--- src/rtl/mm_row_tiler.sv ---
// mm_row_tiler: buffers M_TILE matrix rows and replays them as M_TILE x N_TILE tiles for mm_adder.
// Define MM_ROW_TILER_PINGPONG_EN for two row banks so one band fills while the other drains.
module mm_row_tiler #(
    parameter int M      = 4,
    parameter int N      = 4,
    parameter int M_TILE = 2,
    parameter int N_TILE = 2,
    parameter int DW_ADD = 32,
    parameter int DW_INT = 8
) (
    input  logic                              clk,
    input  logic                              reset_n,
    input  logic                              enable,
    input  logic [DW_ADD*N-1:0]               in_row,
    input  logic                              in_valid,
    output logic                              in_ready,
    output logic [DW_ADD*M_TILE*N_TILE-1:0]   out,
    output logic                              out_valid,
    output logic [DW_INT-1:0]                 ptr_row,
    output logic [DW_INT-1:0]                 ptr_col,
    output logic                              out_done
);
    localparam int NT = N / N_TILE;
    localparam int BL = M / M_TILE - 1;
    localparam int RW = M_TILE > 1 ? $clog2(M_TILE) : 1;
    localparam int CW = $clog2(NT) + 1;
`ifdef MM_ROW_TILER_PINGPONG_EN
    localparam int NB = 2;
    logic       fb, db;
    logic [1:0] full;
`else
    localparam int NB = 1;
    localparam logic fb = 1'b0;
    localparam logic db = 1'b0;
    logic draining;
`endif
    logic [DW_ADD*N-1:0]             mem [NB][M_TILE];
    logic [DW_ADD*N-1:0]             sel;
    logic [DW_ADD*M_TILE*N_TILE-1:0] tile;
    logic [RW-1:0]                   row_cnt;
    logic [CW-1:0]                   col;
    logic [DW_INT-1:0]               band;
    logic accept, last_row, completing, emit, is_last, ov_q, done_q;

    assign accept     = in_valid & in_ready;
    assign last_row   = row_cnt == RW'(M_TILE - 1);
    assign completing = accept & last_row;
    assign is_last    = band == DW_INT'(BL) && col == CW'(NT - 1);
    assign out_valid  = ov_q & enable;
    assign out_done   = done_q & enable;
`ifdef MM_ROW_TILER_PINGPONG_EN
    assign in_ready = reset_n & enable & ~full[fb];
    assign emit     = full[db] | (completing & fb == db);
`else
    assign in_ready = reset_n & enable & ~draining;
    assign emit     = draining ? col != CW'(NT) : completing;
`endif

    // The row completing a band is still on in_row, so the first tile reads it directly.
    always_comb begin
        tile = '0;
        sel  = '0;
        for (int i = 0; i < M_TILE; i++) begin
            sel = (completing && fb == db && i == M_TILE - 1) ? in_row : mem[db][i];
            for (int j = 0; j < N_TILE; j++)
                tile[DW_ADD*(i*N_TILE+j) +: DW_ADD] = sel[DW_ADD*(int'(col)*N_TILE+j) +: DW_ADD];
        end
    end

    always_ff @(posedge clk)
        if (accept)
            mem[fb][row_cnt] <= in_row;

    always_ff @(posedge clk or negedge reset_n)
        if (!reset_n) begin
            out     <= '0;
            ptr_row <= '0;
            ptr_col <= '0;
            ov_q    <= 1'b0;
            done_q  <= 1'b0;
        end else if (enable) begin
            ov_q   <= emit;
            done_q <= emit & is_last;
            if (emit) begin
                out     <= tile;
                ptr_row <= band;
                ptr_col <= DW_INT'(col);
            end
        end

`ifdef MM_ROW_TILER_PINGPONG_EN
    always_ff @(posedge clk or negedge reset_n)
        if (!reset_n) begin
            row_cnt <= '0;
            col     <= '0;
            band    <= '0;
            fb      <= 1'b0;
            db      <= 1'b0;
            full    <= '0;
        end else if (enable) begin
            if (accept)
                row_cnt <= last_row ? '0 : row_cnt + 1'b1;
            if (completing) begin
                full[fb] <= 1'b1;
                fb       <= ~fb;
            end
            if (emit) begin
                if (col == CW'(NT - 1)) begin
                    col      <= '0;
                    full[db] <= 1'b0;
                    db       <= ~db;
                    band     <= band == DW_INT'(BL) ? '0 : band + 1'b1;
                end else
                    col <= col + 1'b1;
            end
        end
`else
    // col reaching NT marks the trailing drain cycle that hands the buffer back to FILL.
    always_ff @(posedge clk or negedge reset_n)
        if (!reset_n) begin
            row_cnt  <= '0;
            col      <= '0;
            band     <= '0;
            draining <= 1'b0;
        end else if (enable) begin
            if (accept)
                row_cnt <= last_row ? '0 : row_cnt + 1'b1;
            if (completing)
                draining <= 1'b1;
            if (emit)
                col <= col + 1'b1;
            else if (draining) begin
                draining <= 1'b0;
                col      <= '0;
                band     <= band == DW_INT'(BL) ? '0 : band + 1'b1;
            end
        end
`endif
endmodule
--- config.mk ---
export PLATFORM = sky130hd
export DESIGN_NAME = mm_row_tiler
export DESIGN_NICKNAME = d
export VERILOG_FILES = /design/src/rtl/mm_row_tiler.sv
export SDC_FILE = /design/constraint.sdc
export NUM_CORES = 1
export LEC_CHECK = 0
export ABC_AREA = 1
export ABC_CLOCK_PERIOD_IN_PS = 14240
export CAP_MARGIN = 10
export CORE_MARGIN = 1.5
export CORE_UTILIZATION = 44
export CTS_BUF_LIST = sky130_fd_sc_hd__clkbuf_4 sky130_fd_sc_hd__clkbuf_8 sky130_fd_sc_hd__clkbuf_16
export DETAILED_ROUTE_END_ITERATION = 10
export PLACE_DENSITY = 0.68
export SYNTH_ARGS = -nofsm -noshare
export SYNTH_HDL_FRONTEND = slang
export SYNTH_SLANG_ARGS = --single-unit
--- constraint.sdc ---
create_clock -name clk -period 14.24 [get_ports clk]
set_input_delay 3.56 -clock clk [delete_from_list [all_inputs] [get_ports clk]]
set_output_delay 3.56 -clock clk [all_outputs]
set_load 0.1 [all_outputs]
# Word level (Yosys, flattened, before mapping)
# Memory sizes are Yosys's and may differ from the RTL's.
# Cells that the tools add are included.
[totals]
ff_bits = 152
mem_bits_rw = 256
memories = 1
[mem_list]
columns = ["name", "depth", "width", "rd", "rd_clocked_by_memory_dff", "write_ports", "line", "source"]
rows = [
  ["mem", 1, 256, 1, 0, 1, "37", "logic [DW_ADD*N-1:0] mem [NB][M_TILE];"],
]
[op_classes]
addsub = 4
n_lt_le_gt_ge = 2
eq_ne = 3
shifts = 4
n_mux = 13
n_bitwise = 10
reduce_logical = 7
[ops]
columns = ["operator", "count"]
rows = [
  ["2-to-1 mux 128 bit", 2],
  ["2-to-1 mux 256 bit", 1],
  ["variable part select 128 x 9 -> 32 bit", 2],
  ["demux 128 bit (select 1 bit)", 1],
  ["variable part select 128 x 10 -> 32 bit", 1],
  ["variable part select 128 x 32 -> 32 bit", 1],
  ["adder 8 x 1 -> 8 bit (second input constant)", 1],
  ["== test 8 x 1 -> 1 bit (second input constant)", 1],
  ["2-to-1 mux 8 bit", 1],
  ["AND 1 bit", 7],
  ["2-to-1 mux 1 bit", 6],
  ["AND reduction 2 bit", 3],
  ["adder 3 x 1 -> 4 bit (second input constant)", 1],
  ["2-to-1 mux 2 bit", 2],
  ["AND reduction 3 bit", 1],
  ["adder 2 x 1 -> 2 bit (second input constant)", 1],
  ["== test 2 x 1 -> 1 bit (second input constant)", 1],
  ["greater-or-equal comparator 2 bit (second input constant)", 1],
  ["logical AND 1 bit", 2],
  ["< comparator 2 x 1 -> 1 bit (second input constant)", 1],
  ["inequality test 2 bit (second input constant)", 1],
  ["NOT 1 bit", 2],
  ["NOT 1 -> 2 bit", 1],
  ["nonzero test 2 bit", 1],
  ["adder 1 bit (second input constant)", 1],
]

# Logic depth before layout (Yosys ltp)
[depth]
depth_word = 7
mapped_depth = 13

# Worst setup path after synthesis
# No wires, ideal clock.
[synth_path]
path_type = "in2reg"
start = "input port enable"
end = "memory mem[0][128] (netlist bit), enable pin"
setup_ns = 0.617
t_arrival_ns = 9.965
required_time_ns = 13.623
setup_slack_ns = 3.658
cell_stages = 6
cell_sequence = "nand2_1 > nor2_2 > buf_2 > buf_2 > nand2_1 > nor2_1"
[synth_between]
elab_chain_cells = 5
[synth_rtl]
columns = ["item", "line", "source"]
rows = [
  ["from (decl)", "13", "input logic enable,"],
  ["AND 1 bit (2 in a row)", "55", "assign in_ready = reset_n & enable & ~draining;"],
  ["named net in_ready", "16", "output logic in_ready,"],
  ["AND 1 bit", "45", "assign accept = in_valid & in_ready;"],
  ["2-to-1 mux 1 bit", "71", "if (accept)"],
  ["2-to-1 mux 256 bit (implied by the code)", "72", "mem[fb][row_cnt] <= in_row;"],
  ["to (decl)", "37", ""],
]
# The timed path passes the listed nets, and every way through them passes these cells.

# Final worst setup path
[layout_path]
start = "input port enable"
end = "output port in_ready"
[layout_between]
elab_chain_cells = 2
[layout_rtl]
columns = ["item", "line"]
rows = [
  ["AND 1 bit (2 in a row)", "55"],
  ["to (decl)", "16"],
]
# Every way passes these cells.

==> impl_results.md <==
* Die span in x at around 200 um
* CP Cell Sequence: clkdlybuf4s50_1, nand2_1, nor2_4, clkdlybuf4s50_1
* Clk_lat worst skew at between 0.5 and 0.6 ns
* Setup fix buffers added after clock tree synthesis at 0
* Via density at between 5 and 6
* Syn_area_per_cell at 11.9 sq um
* Routability congestion estimate at 0.793
* Share of final-layout standard cells stronger than drive strength 1 at 6.31%
* Post-layout minimum cycle time at slightly above 9 ns
* Worst clock skew at between 0.01 and 0.015 ns
* Total Routed Length at between 40 and 50 mm
* Post-synthesis sequential element count at approximately 410
* Crit Path Class: in -> out
* Number of H-tree levels at 2
* Fraction of registers with async set or reset after synthesis at between 30% and 40%
* WP data arrival at ~5.6 ns
* Routed len/inst at 21.0 um
* Worst VDD drop at around 0.17 mV
* Total iterations of the first detailed-routing run at 5
* Power density of the placed cells at 244 nW/um^2
* Mapped Cells at approximately 1.4k
* Count of max-cap constraint violations at 0
* Initial core utilization at roughly 45%
* Setup violations, final at 0
* Actual transition at the worst max-transition pin at 1.45 ns
* Routed vias at roughly 12k
* Number of global-route vias before repair at between 10k and 15k
* Core region area at ~37000 sq um
* CP Max Fanout at 5
* Most used flip-flop cell after synthesis: edfxtp_1
* Category of the worst setup path capture point: output pin
* Count of pins over their slew limit at 0
* Cell Area, Synth at about 17000 sq um
* RSZ-0062 raised after global routing: no
* Share of Yosys cell area claimed by the top area cell type at between 40% and 50%
* Max Clk Rate at between 100 and 150 MHz
* Deepest clock path buffer count at 3
* Area Growth Syn to Fin at 27.1%
* Total negative slack at 0 ns
* Leakage dissipation at about 8 nW
* Count of unique library cells instantiated by Yosys at 28
* Number of synthesized flops with an enable pin at roughly 260
* Number of placement rows at 70
* Number of violations reported at the end of detailed-routing iteration 0 at a little under 1k
* Overall fraction of global-route tracks in use at approximately a quarter
* Post-route antenna net violation count at 0
* Sinks on the clock net at around 410
* Register clock-pin slew on the reported worst setup and hold paths at ~0.060 ns
* First-pass GRT wire length at 70.4 mm
* Floorplan die area at around 39000 sq um
* Post-DP HPWL at around 26 mm
* Outcome: finished, final reports clean
* Die Height at slightly below 200 um
* Maximum cell stage delay along the critical path at between 1 and 1.5 ns
* Drt drc at 0
* Data required time at the worst endpoint at about 11 ns
* Hold Buf Count CTS at 0
* IO buf count at around 270
* Startpoint Class: input port
* Yosys warns at 0
* I/O pin total at 279
* Layout Cells excl Fill at between 2k and 2.5k
* Most frequent CP cell: clkdlybuf4s50_1
* Pin count of the biggest net entering global routing at 240
* Final number of hold-violating endpoints at 0
* Cell type with the highest aggregate area in the netlist: edfxtp_1
* Final period utilization at around 64%
* Worst slew slack as a fraction of its limit at under 10%
* Main area contributors after synthesis: edfxtp_1, dfrtp_1, nand3_1, nand2_1, nand4_1
* CTS tree: built
* CTS Root Cell: clkbuf_16
* Post_cts resized at 0
* Final net count at around 1.7k
* Congestion Overflow GR at 0
* Initial antenna violation count at 1
* Proportion of synthesized chip area in sequential cells at about 70%
* Slowest cell on crit path: clkdlybuf4s50_1
* Worst min-delay path class: reg -> reg
* Number of buffers created by CTS at 43
* Number of instances in the placed design at ~2.1k
power breakdown:
group	switching [mW]	internal [mW]	leakage, nW	total, mW
Combinational	1.72	0.522	3.24	2.25
Sequential	0.219	1.49	4.22	1.71
Clock	0.452	0.753	0.775	1.21
Total	2.40	2.76	8.24	5.16
placed cells by master, fill, tap and decap left out:
master,Yosys,routed
nand3_1,309,309
clkdlybuf4s50_1,0,270
edfxtp_1,256,256
nand2_1,227,226
dfrtp_1,151,149
nand4_1,131,131
mux2i_1,64,64
clkbuf_16,0,45
o21ai_0,38,38
o21ai_1,32,32
inv_1,19,17
buf_4,10,16
nor2_1,16,15
clkbuf_4,0,13
a21oi_1,10,10
clkbuf_8,0,8
conb_1,1,6
bufinv_16,0,6
xor2_1,4,4
nor3_1,4,4
ha_1,4,4
clkinv_1,0,4
inv_2,2,3
clkinv_2,0,3
nor2_4,0,2
nand2_4,0,2
o22ai_1,2,2
dfrtp_4,0,2
diode_2,0,1
nand3_4,0,1
inv_6,0,1
o21a_1,1,1
xnor2_1,1,1
buf_6,4,1
buf_12,0,1
cells in the mapped netlist (16+ instances only):
| library cell | instances |
|---|---|
| o21ai_1 | 32 |
| dfrtp_1 | 151 |
| nand2_1 | 227 |
| edfxtp_1 | 256 |
| nand3_1 | 309 |
| mux2i_1 | 64 |
| nor2_1 | 16 |
| clkbuf_1 | 60 |
| buf_1 | 16 |
| buf_2 | 32 |
| inv_1 | 19 |
| nand4_1 | 131 |
| o21ai_0 | 38 |
layer usage:
| layer | share of wire, % | global-route usage [%] | wire (um) |
|---|---|---|---|
| met1 | 43 | 32.7 | 19200 |
| met2 | 50 | 38.2 | 22400 |
| met5 | 0 | 0 | 0 |
| met4 | 1.9 | 6.11 | 876 |
| met3 | 6.0 | 3.23 | 2710 |
through the flow:
step | setup slack [ns] | hold slack [ns] | area (sq um) | util (%) | power (mW)
after floorplan | 3.66 | 0.471 | 16600 | - | 3.36
after global placement | 5.16 | 0.468 | 19600 | 53.1 | 3.95
after detailed placement | 5.14 | 0.471 | 19600 | 53.1 | 3.98
after CTS | 5.13 | 0.487 | 21100 | 57.3 | 5.19
after global routing | 5.04 | 0.506 | 21100 | 57.3 | 5.34
final | 5.12 | 0.484 | 21100 | 57.3 | 5.16
registers in the layout (all words and copies together), names as in the netlist:
name      count
band          8
ov_q          1
mem         256
ptr_row       8
done_q        1
ptr_col       2
last_row      1
out         128
col           2
final cells by class:
cell class,count,area [sq um]
clock inverter,13,210
timing repair buffer,288,2850
fill,3029,15800
multi-input combinational,852,4530
tap,504,631
clock buffer,66,1330
antenna,1,2.50
inverter,21,83.8
sequential,407,11500
critical path: cells and delay by family:
kind	cells	cell delay, ns
buffers and inverters	2	1.71
and+or+nand+nor	2	0.29
kinds of logic after synthesis:
family          count (synthesis)  synth area share, %
compound gates                 83                 2.53
xor+xnor                        5                0.264
simple gates                  690                 20.0
fa+ha+maj                       4                0.301
buf+inv                       147                 4.00
mux                            64                 3.86
other cells                     1               0.0226
flops                         407                 69.0
path summary, 6_finish.rpt:
check	from	to	slack [ns]	cells past startpoint
worst max-delay path	enable	in_ready	5.12	4
worst min-delay path	out[127]	out[127]	0.48	2
worst max register to register	col[0]	out[94]	10.04	10
worst min register to register	out[127]	out[127]	0.48	2
max in group asynchronous	reset_n	out[105]	10.03	2
min in group asynchronous	reset_n	out[3]	2.96	1
No activity file was read; power rests on OpenSTA's default activity.
==> variant 1: new RTL, same flow settings <==
The parameter `N_TILE` goes from 2 to 1.
--- a/src/rtl/mm_row_tiler.sv
+++ b/src/rtl/mm_row_tiler.sv
@@ -4,7 +4,7 @@
     parameter int M      = 4,
     parameter int N      = 4,
     parameter int M_TILE = 2,
-    parameter int N_TILE = 2,
+    parameter int N_TILE = 1,
     parameter int DW_ADD = 32,
     parameter int DW_INT = 8
 ) (
Ports: changed (resized out); port bits go from 279 to 215. The function was not compared with the original's and may differ.
==> variant 1 against the original RTL <==
  * Sequential cell count decreased by 62
  * Setup slack got worse by 0.15 ns
  * Critical endpoint unchanged
  * Register-to-register slack got worse by 0.86 ns
  * Count of clock-buffer cells in the layout is 20 lower
  * Highest routed layer unchanged
  * Synthesized cell count grew 14%
  * Wire length is 7.7% lower
  * Synthesized area fell by 5.7%
  * Combinational power shrank 24%
  * Clock power shrank 16%
  * Design area down 8.6%
  * Die area shrank 5.6%
  * Total power decreased by 19%
==> variant 1: results (changes against the original RTL) <==
| Metric | Value |
|---|---|
| Post-Place Setup Slack | 4.954 ns (-0.1849 ns) |
| WL met3 | 2.707 mm (about the same) |
| Fill cells | 2,996 (-1.1%) |
| Top cells by area, synth | edfxtp_1 (49%), dfrtp_1 (14%), nand2_1 (8.4%), nand3_1 (7.4%), inv_1 (6.6%) |
| Dpl cells | 2,155 (+4.0%) |
| Clock insertion delay at the later pin of the skew report | 0.52 ns (-0.03 ns) |
| Int Power | 2.297 mW (-17%) |
| Critical R2R Launch | col[1]$_DFFE_PN0P_ |
| Worst vdd ir | 212.7 uV (+24%) |
| Total GRT Usage | 0.2283 (-0.004328) |
| Worst R2R Setup Slack | 9.18 ns (-0.86 ns) |
| Post-DP Area | 17,980 um^2 (-8.1%) |
| Worst EP arrival | 5.70 ns (+0.14 ns) |
| Flop pwr share | 0.344 (+0.013) |
| Root Buffer | clkbuf_16 |
| Clock Power Share | 0.244 (+0.010) |
| P_leak | 8.291 nW (+0.62%) |
| Worst Hold Endpoint | ptr_row[2]$_DFFE_PN0P_ |
| Distinct cell type count after synthesis | 26 (-7.1%) |
| Largest regs | mem x256, out x64 |
| Sequential fraction of the synthesis area | 0.6331 (-0.05726) |
| Hold Path Depth | 2 (unchanged) |
| Wire length on met1 | 18.65 mm (-3.1%) |
| Mapped Avg Cell Area | 9.831 um^2 (-17%) |
| DR WL/cell | 18.75 um (-11%) |
| Status | completed |
| Clk_skew | 0.01529 ns (+0.0008137 ns) |
| Initial antenna violation count | 0 (-1) |
| Post-synth top cells | nand2_1 (349), inv_1 (275), edfxtp_1 (256), nand3_1 (231), nand4_1 (131) |
| WL final | 41.75 mm (-7.7%) |
| FF-to-FF path depth | 9 (-1) |
| Fin nets | 1,877 (+7.3%) |
| Share of cells above drive strength 1 | 0.05254 (-0.01060) |
| TritonCTS buffer count | 38 (-12%) |
| Min-delay src | ptr_row[2]$_DFFE_PN0P_ |
| GR Util met3 | 0.03252 (+0.0002542) |
| First-pass GRT wire length | 65.36 mm (-7.2%) |
| # port buffers | 209 (-23%) |
| Relative slew slack | 0.2368 (+0.2054) |
| Routability cong. | 0.7994 (+0.85%) |
| Via Count | 12,100 (-0.36%) |
| Hold_ws | 0.4800 ns (-0.003927 ns) |
| GR Util met1 | 0.3305 (+0.003609) |
==> variant 1: cell types whose count changed after synthesis, moves of 7 or more <==
cell	change
dfrtp_1	-62
inv_1	+256
o21ai_0	-19
mux2i_1	-64
nand2_1	+122
nand3_1	-78
nor2_1	-7
a32o_1	+32
clkbuf_1	+15
a21oi_1	+22
==> variant 1: area by class of cell <==
| type | count | area (um^2) | share of cell area |
|---|---|---|---|
| inverter | 277 | 1049 | 0.05434 |
| clock buffer | 46 | 1082 | 0.05609 |
| timing repair buffer | 223 | 2192 | 0.1136 |
| multi-input combinational | 855 | 4249 | 0.2202 |
| sequential | 345 | 9923 | 0.5143 |
| antenna | 1 | 2.502 | 0.0001297 |
| tap | 455 | 569.3 | 0.02950 |
| clock inverter | 24 | 229.0 | 0.01187 |
==> variant 1: worst max path at each step <==
stage / startpoint / end / slack, ns / cells past startpoint
6_report: enable / in_ready / 4.98 / 4
5_1_grt: reset_n / in_ready / 4.87 / 4
4_1_cts: reset_n / in_ready / 4.95 / 4
3_5_place_dp: reset_n / in_ready / 4.95 / 4
3_3_place_gp: reset_n / in_ready / 4.96 / 4
2_1_floorplan: enable / mem[0][128]$_DFFE_PP_ / 3.68 / 6
==> variant 1: kinds of logic (layout without fill, tap and decap cells) <==
logic type / after synthesis / count (layout) / share of synthesized area
xor gates and xnor gates: 5 / 5 / 0.002796
other: 1 / 6 / 0.0002394
adders and majority gates: 5 / 5 / 0.003995
buffers and inverters: 397 / 570 / 0.09851
AOI/OAI and AO/OA: 116 / 116 / 0.04761
DFF: 345 / 345 / 0.6331
and+or+nand+nor: 724 / 724 / 0.2138
==> variant 1: critical path, stage by stage <==
cell and delay (ns):
clkdlybuf4s50_1 0.59, nand2_1 0.13, nor2_4 0.18, clkdlybuf4s50_1 1.24
==> variant 2: new RTL, config.mk and constraints unchanged <==
Without the edit above. Build with the macro `MM_ROW_TILER_PINGPONG_EN` defined.
--- a/src/rtl/mm_row_tiler.sv
+++ b/src/rtl/mm_row_tiler.sv
@@ -1,5 +1,7 @@
 // mm_row_tiler: buffers M_TILE matrix rows and replays them as M_TILE x N_TILE tiles for mm_adder.
 // Define MM_ROW_TILER_PINGPONG_EN for two row banks so one band fills while the other drains.
+`define MM_ROW_TILER_PINGPONG_EN
+
 module mm_row_tiler #(
     parameter int M      = 4,
     parameter int N      = 4,
Function: changed (Yosys sat finds a counterexample within 4 cycles, from zero or initial values and one cycle with reset_n low).
==> variant 2 against the original RTL <==
  * Design area rose by 55%
  * Total power fell by 18%
  * Sequential cell count rose by 260
  * Wire length rose by 59%
  * Global-route usage fell by 0.59 points
  * Die area rose by 62%
  * Fmax fell by 4.9%
  * Worst hold slack got worse by 0.0099 ns
  * Synthesized area rose by 63%
  * Setup slack got worse by 0.47 ns
==> variant 2: results (changes against the original RTL) <==
| Metric | Value |
|---|---|
| Status | completed |
| Worst Hold Endpoint | out[26]$_DFFE_PN0P_ |
| Post-Place Setup Slack | 4.648 ns (-0.4908 ns) |
| WL final | 71.92 mm (+59%) |
| Post-synth top cells | nand2_1 (677), edfxtp_1 (512), nor2_1 (334), nand3_1 (197), dfrtp_1 (155) |
| Dpl cells | 3,345 (+61%) |
| Post-DP Area | 30,230 um^2 (+54%) |
| Max FO, Critical Path | 7 (+2) |
| Drt initial violations | 1,758 (+82%) |
| Vias/cell | 5.532 (-2.0%) |
| WL met3 | 5.542 mm (+100%) |
| Top-area cell type share of the netlist area | 0.5686 (+0.1058) |
| Met2 usage in global routing | 0.3696 (-0.01198) |
| Clk_skew | 0.009955 ns (-0.004523 ns) |
| Min-delay src | out[26]$_DFFE_PN0P_ |
| Number of global-route vias before repair | 19,250 (+62%) |
| Wire length on met1 | 30.26 mm (+57%) |
| HPWL after detailed placement | 36.43 mm (+39%) |
| Distinct cell type count after synthesis | 26 (-7.1%) |
| Share of cells above drive strength 1 | 0.06025 (-0.002900) |
| Sequential fraction of the synthesis area | 0.7121 (+0.02176) |
| TritonCTS buffer count | 69 (+60%) |
| Top routing layer in use | met5 |
| Post-synthesis cell count | 2,442 (+74%) |
| H-tree depth | 3 (+1) |
| Pin count of the biggest net entering global routing | 166 (-31%) |
| Critical R2R Launch | db$_DFFE_PN0P_ |
| R2r endpoint | out[64]$_DFFE_PN0P_ |
| Hold_ws | 0.4741 ns (-0.009871 ns) |
| GR Util met1 | 0.2998 (-0.02703) |
| DR WL/cell | 20.68 um (-1.7%) |
| GR Util met3 | 0.05177 (+0.01950) |
| Initial antenna violation count | 13 (+12) |
| First-pass GRT wire length | 110.9 mm (+57%) |
| Async S/R FF share, synth | 0.2324 (-0.1386) |
| Resize count post-CTS | 0 (unchanged) |
| Fin nets | 2,769 (+58%) |
| Total GRT Usage | 0.2267 (-0.005941) |
| P_leak | 12.57 nW (+53%) |
| EDFF count, synth | 512 (+100%) |
| Worst Tran Pin Value | 1.152 ns (-0.3011 ns) |
| Top cells by area, synth | edfxtp_1 (57%), dfrtp_1 (14%), nand2_1 (9.4%), nor2_1 (4.6%), nand3_1 (3.6%) |
| Met2 routed wirelength | 34.38 mm (+53%) |
| CP Launch Point | enable |
[variant 2: worst max-delay path, cell delays in order]
cell             delay (ns)
clkdlybuf4s50_1        0.75
nand2_1                0.19
nor2_2                 0.32
clkdlybuf4s50_1        1.20
[variant 2: logic make-up (layout without fill, tap and decap cells)]
group	after synthesis	after routing	synth area share
buffers and inverters	203	445	0.03262
AO/OA/AOI/OAI	220	220	0.04387
AND/OR/NAND/NOR	1343	1343	0.2084
adder cells (fa/ha/maj)	2	2	0.0009253
flip-flops	667	667	0.7121
XOR/XNOR	6	6	0.001944
other	1	13	0.0001387
[variant 2: cell type report]
type | instances | area (um^2)
fillers | 5072 | 27950
flip-flops and latches | 667 | 19260
multi-input cells | 1577 | 6975
repair buffers | 297 | 2927
clock buffers | 101 | 2093
well taps | 782 | 978.4
clock inverters | 24 | 281.5
inverters | 23 | 96.34
diodes | 7 | 17.52
[variant 2: where the power goes]
part / internal (mW) / switching, mW
Sequential: 2.11 / 0.0138
Clock: 1.13 / 0.735
Combinational: 0.0653 / 0.161
